**src/rtl/muldiv_unit.sv**
```systemverilog
// Multi-cycle MIPS multiply/divide engine feeding the HI/LO register file.
// Multiplies wait out a fixed latency; divides run restoring radix-2 on magnitudes.
module muldiv_unit #(
  parameter int WIDTH   = 32,
  parameter int MUL_LAT = 3
) (
  input  logic             clk,
  input  logic             reset,
  input  logic             flush,
  input  logic             req_valid,
  output logic             req_ready,
  input  logic [2:0]       req_op,
  input  logic [WIDTH-1:0] req_a,
  input  logic [WIDTH-1:0] req_b,
  output logic             hi_valid,
  output logic [WIDTH-1:0] hi_data,
  output logic             lo_valid,
  output logic [WIDTH-1:0] lo_data,
  output logic             busy
);

  localparam int CW = $clog2(WIDTH + MUL_LAT + 1);
  localparam int PW = 2 * WIDTH + 2;

  localparam logic [2:0] OP_MULT  = 3'd0;
  localparam logic [2:0] OP_MULTU = 3'd1;
  localparam logic [2:0] OP_DIV   = 3'd2;
  localparam logic [2:0] OP_DIVU  = 3'd3;
  localparam logic [2:0] OP_MTHI  = 3'd4;
  localparam logic [2:0] OP_MTLO  = 3'd5;

  typedef enum logic [1:0] {IDLE, MUL, DIV, DONE} state_t;

  state_t           state, state_n;
  logic [2:0]       op_q;
  logic [WIDTH-1:0] a_q, b_q;
  logic [CW-1:0]    cnt;
  logic [WIDTH-1:0] rem, quo, dvs;
  logic             accept, commit;

  assign req_ready = (state == IDLE);
  assign busy      = ~req_ready;
  assign accept    = req_valid & req_ready & ~flush;

  // In IDLE the commit can happen on the accept edge, so use live inputs.
  logic [2:0]       opc;
  logic [WIDTH-1:0] opa, opb;
  assign opc = (state == IDLE) ? req_op : op_q;
  assign opa = (state == IDLE) ? req_a  : a_q;
  assign opb = (state == IDLE) ? req_b  : b_q;

  logic is_mul, is_div, is_mt;
  assign is_mul = (opc == OP_MULT) | (opc == OP_MULTU);
  assign is_div = (opc == OP_DIV)  | (opc == OP_DIVU);
  assign is_mt  = (opc == OP_MTHI) | (opc == OP_MTLO);

  function automatic logic [WIDTH-1:0] absv(
    input logic [WIDTH-1:0] x,
    input logic             sg
  );
    return (sg & x[WIDTH-1]) ? -x : x;
  endfunction

  always_comb begin
    state_n = state;
    commit  = 1'b0;
    unique case (state)
      IDLE: begin
        if (accept) begin
          unique case (1'b1)
            is_mul: begin
              if (MUL_LAT == 1) begin
                state_n = DONE;
                commit  = 1'b1;
              end else begin
                state_n = MUL;
              end
            end
            is_div: state_n = DIV;
            is_mt: begin
              state_n = DONE;
              commit  = 1'b1;
            end
            default: state_n = IDLE;
          endcase
        end
      end
      MUL: begin
        if (flush) begin
          state_n = IDLE;
        end else if (cnt == CW'(MUL_LAT - 2)) begin
          state_n = DONE;
          commit  = 1'b1;
        end
      end
      DIV: begin
        if (flush) begin
          state_n = IDLE;
        end else if (cnt == CW'(WIDTH - 1)) begin
          state_n = DONE;
          commit  = 1'b1;
        end
      end
      DONE: state_n = IDLE;
      default: state_n = IDLE;
    endcase
  end

  always_ff @(posedge clk) begin
    if (reset) state <= IDLE;
    else       state <= state_n;
  end

  // One restoring step: shift in the next dividend bit, subtract if it fits.
  logic [WIDTH:0]   sh;
  logic [WIDTH+1:0] trial;
  logic [WIDTH-1:0] rem_n, quo_n;
  always_comb begin
    sh    = {rem, quo[WIDTH-1]};
    trial = {1'b0, sh} - {2'b00, dvs};
    if (trial[WIDTH+1]) begin
      rem_n = sh[WIDTH-1:0];
      quo_n = {quo[WIDTH-2:0], 1'b0};
    end else begin
      rem_n = trial[WIDTH-1:0];
      quo_n = {quo[WIDTH-2:0], 1'b1};
    end
  end

  logic signed [WIDTH:0] ma, mb;
  logic signed [PW-1:0]  prod;
  logic                  sx;
  assign sx   = (opc == OP_MULT);
  assign ma   = {sx & opa[WIDTH-1], opa};
  assign mb   = {sx & opb[WIDTH-1], opb};
  assign prod = PW'(ma) * PW'(mb);

  logic             neg_q, neg_r;
  logic [WIDTH-1:0] res_hi, res_lo;
  assign neg_q = (op_q == OP_DIV) & (a_q[WIDTH-1] ^ b_q[WIDTH-1]);
  assign neg_r = (op_q == OP_DIV) & a_q[WIDTH-1];

  always_comb begin
    res_hi = '0;
    res_lo = '0;
    unique case (1'b1)
      is_mt: begin
        res_hi = opa;
        res_lo = opa;
      end
      is_mul: begin
        res_hi = prod[2*WIDTH-1:WIDTH];
        res_lo = prod[WIDTH-1:0];
      end
      is_div: begin
        if (b_q == '0) begin
          res_hi = a_q;
          res_lo = '1;
        end else begin
          res_hi = neg_r ? -rem_n : rem_n;
          res_lo = neg_q ? -quo_n : quo_n;
        end
      end
      default: begin
        res_hi = '0;
        res_lo = '0;
      end
    endcase
  end

  always_ff @(posedge clk) begin
    if (reset) begin
      op_q     <= '0;
      a_q      <= '0;
      b_q      <= '0;
      cnt      <= '0;
      rem      <= '0;
      quo      <= '0;
      dvs      <= '0;
      hi_valid <= 1'b0;
      lo_valid <= 1'b0;
      hi_data  <= '0;
      lo_data  <= '0;
    end else begin
      if (accept) begin
        op_q <= req_op;
        a_q  <= req_a;
        b_q  <= req_b;
        cnt  <= '0;
        rem  <= '0;
        quo  <= absv(req_a, req_op == OP_DIV);
        dvs  <= absv(req_b, req_op == OP_DIV);
      end else if (state == MUL || state == DIV) begin
        cnt <= cnt + 1'b1;
      end
      if (state == DIV) begin
        rem <= rem_n;
        quo <= quo_n;
      end
      hi_valid <= commit & (opc != OP_MTLO);
      lo_valid <= commit & (opc != OP_MTHI);
      if (commit && opc != OP_MTLO) hi_data <= res_hi;
      if (commit && opc != OP_MTHI) lo_data <= res_lo;
    end
  end

endmodule

```
**config.mk**
```make
export PLATFORM = sky130hd
export DESIGN_NAME = muldiv_unit
export DESIGN_NICKNAME = d
export VERILOG_FILES = /design/src/rtl/muldiv_unit.sv
export SDC_FILE = /design/constraint.sdc
export NUM_CORES = 2
export LEC_CHECK = 0
export BUFFER_PORTS_ARGS = -buffer_cell sky130_fd_sc_hd__buf_2
export CAP_MARGIN = 20
export CORE_MARGIN = 3
export CORE_UTILIZATION = 60
export CTS_BUF_LIST = sky130_fd_sc_hd__clkbuf_16
export DETAILED_ROUTE_END_ITERATION = 12
export GPL_TIMING_DRIVEN = 0
export HOLD_SLACK_MARGIN = 0.12
export PLACE_DENSITY = 0.85
export SYNTH_ARGS = -nofsm -noshare
export SYNTH_HDL_FRONTEND = slang
export SYNTH_SLANG_ARGS = --single-unit
```
**constraint.sdc**
```tcl
create_clock -name clk -period 10.85 [get_ports clk]
set_input_delay 0.5425 -clock clk [delete_from_list [all_inputs] [get_ports clk]]
set_output_delay 0.5425 -clock clk [all_outputs]
set_load 0.005 [all_outputs]
```
==> impl_metrics.py <==
metrics = {
    "synthesis": {
        "synth_nets": 7740,
        "yosys_warnings": 0,
        "yosysSeqAreaShare_pct": 8.87,
        "syn_area_per_cell_um2": 8.47,
        "synth_area_um2": 53300,
        "synth_edf_count": 0,
        "async_flop_share_pct": 0,
        "synth_seq_cells": 236,
        "synth_cells": 6289,
        "yosysUniqueCellTypes": 96,
        "ys.flop_type": "dfxtp_1",
    },
    "floorplan": {
        "core-area_um2": 87400,
        "die_h_um": 304,
        "rows": 108,
        "initial_core_util_pct": 60.9,
        "die-area_um2": 92400,
        "die_w_um": 304,
        "io_pins": 139,
    },
    "route": {
        "ant_nets": 0,
        "routed_via_density": 6.42,
        "drt_wl_total_mm": 223,
        "vias": 49300,
        "drc_errors": 0,
        "drt_iter0_drc": 6630,
        "drtPass1Iterations": 6,
        "wire_per_inst_um": 29.0,
    },
    "clock_network": {
        "cts.hold.buffers_added": 0,
        "cts_buffers": 27,
        "clkLatencyLatePin_ns": 0.59,
        "cts_tree": "yes",
        "clk_pin_slew_ns": 0.06,
        "clock-root-buffer": "clkbuf_16",
        "cts_buffer_depth": 3,
        "clock_sinks": 236,
        "htreeDepth": 1,
    },
    "timing": {
        "tightest_slew_ns": 1.23,
        "final_hold_viol_count": 0,
        "relSlewSlack_pct": 18.0,
        "max_freq_ghz": 0.0936,
        "whs_ns": 0.246,
        "fin_setup_tns_ns": 0,
        "post-route-period-util_pct": 98.4,
        "maxSlewViolCount": 0,
        "period_minus_slack_ns": 10.68,
        "setup_viol": 0,
        "skew_ns": 0.0189,
    },
    "critical_path": {
        "required_ns": 11.28,
        "critPathMaxFanout": 10,
        "critPathSlowestCell": "clkdlybuf4s15_2",
        "critPathMaxStageDelay_ns": 0.68,
        "start_kind": "flip-flop",
        "crit_path_start": "state[0]",
        "crit_type": "flip-flop to flip-flop",
        "cp.arrival_ns": 11.11,
        "r2r-start": "state[0]",
        "cp-end-kind": "flip-flop",
        "cp_common_cell": "fa_1",
        "reg2regPathDepth": 35,
    },
    "layout": {
        "final_cell_area_um2": 57700,
        "synthToLayoutAreaGrowth_pct": 8.35,
        "layout.nets": 7943,
        "drive_gt1_share_pct": 8.54,
    },
    "place": {
        "dpl_cell_area_um2": 55900,
        "place_hpwl_mm": 186,
        "globalplace.congestion": 1.08,
        "portBuffers": 131,
    },
    "worst_hold_path": {
        "hold_depth": 3,
        "hold_start": "req_b[25]",
        "hold_path.class": "input port to flip-flop",
    },
    "global_route": {
        "grt_max_degree": 19,
        "antenna_found_initial": 16,
        "grt.total_usage_pct": 48.1,
        "grt_overflow_total": 0,
        "grt_pass1_vias": 49000,
        "grt_pass1_wl_mm": 326,
    },
    "status": {
        "status": "completed",
    },
    "flow_run": {
        "maxCapViolCount": 0,
    },
}
-- per-stage QoR --
step                utilization, %  setup WS [ns]  std cells
floorplan                        -          0.491       6289
global placement              63.3          -3.61       7575
detailed placement            63.9          -2.87       7612
CTS                           65.6        0.00207       7665
global route                  66.0        -0.0321       7668
finish                        66.0          0.169       7687
-- metal layers --
metal	track usage [%]	share of wire, %	wire length, µm
met5	0	0.026	59
met3	20.1	17	37000
met1	62.4	35	79100
met2	65.3	39	86900
met4	32.5	9.0	20100
-- state kept, by name, summed over array words and instances (netlist names) --
name / flops
lo_data: 32
op_q: 3
lo_valid: 1
state: 2
hi_valid: 1
dvs: 31
cnt: 6
a_q: 32
hi_data: 32
b_q: 32
quo: 32
rem: 32
-- synth_stat cells (all sizes together) (17+ instances only) --
library cell  number  share of area (%)
a211oi            76                1.1
a21o              48               0.68
a21oi            257                2.4
a311oi            20               0.33
a31oi             37               0.45
and2              42               0.50
and3              31               0.36
buf               51               0.53
clkbuf           278                2.0
dfxtp            236                8.9
fa              1126                 42
ha               254                6.0
inv             1203                8.5
mux2              66                1.4
mux2i             82                1.5
nand2           1035                7.3
nand2b            24               0.28
nand3             37               0.35
nor2             583                4.1
nor2b             29               0.34
nor3              51               0.51
nor4              26               0.33
o211ai            27               0.39
o21a              20               0.28
o21ai            170                1.6
o221ai            17               0.28
o22ai             24               0.28
o31ai             27               0.41
or3               20               0.25
xnor2            115                1.9
xor2              92                1.5
-- layout make-up --
cell class | count | area [µm²]
plain buffers | 320 | 1590
diodes | 19 | 47.5
well taps | 1155 | 1450
clock buffers | 27 | 676
clock inverters | 23 | 240
repair buffers | 183 | 1200
inverters | 1204 | 4530
flip-flops and latches | 236 | 4720
multi-input cells | 4520 | 43300
fillers | 7450 | 29700
-- cell families (layout without fill, tap and decap cells) --
group           after synthesis  after routing  synth area share (%)
fa+ha+maj                  1380           1380                  48.3
mux                         148            148                  2.94
simple gates               1945           1945                  15.3
compound gates              840            840                  10.3
flops                       236            236                  8.87
other cells                   0             19                     0
xor+xnor                    207            207                  3.40
buf+inv                    1533           1757                  11.0
-- layout by cell type, fill, tap and decap left out, drive strengths merged, types with 42 or more instances in the layout --
cell type,Yosys,final
dfxtp,236,236
fa,1126,1126
a211oi,76,76
a21oi,257,257
nor2,583,583
ha,254,254
xnor2,115,115
a21o,48,48
mux2,66,66
and2,42,42
buf,51,236
xor2,92,92
inv,1203,1207
o21ai,170,170
nand2,1035,1035
mux2i,82,82
nor3,51,51
clkbuf,278,291
-- critical path: cells and delay by family (launching register included) --
| kind | cells | cell delay [ns] |
|---|---|---|
| and+or+nand+nor | 3 | 0.61 |
| AOI/OAI and AO/OA | 8 | 1.89 |
| adders and majority gates | 10 | 4.73 |
| xor gates and xnor gates | 1 | 0.23 |
| muxes | 1 | 0.53 |
| buffers and inverters | 12 | 2.06 |
| DFF | 1 | 0.37 |
-- timing repair --
action / in CTS / in global routing
setup buffers: 6 / 8
resized for setup: 216 / 118
pin swaps: 3 / 6
setup endpoints to repair: 43 / 21
-- path summary, 6_finish.rpt --
kind                                    end  slack [ns]
worst min register to register      b_q[25]        0.48
worst max-delay path            hi_data[26]        0.17
worst max register to register  hi_data[26]        0.17
worst min-delay path                b_q[25]        0.25
Power is left out: the tool's default activity adds up to more than one toggle a clock period on the data nets, which glitch-free logic cannot reach.
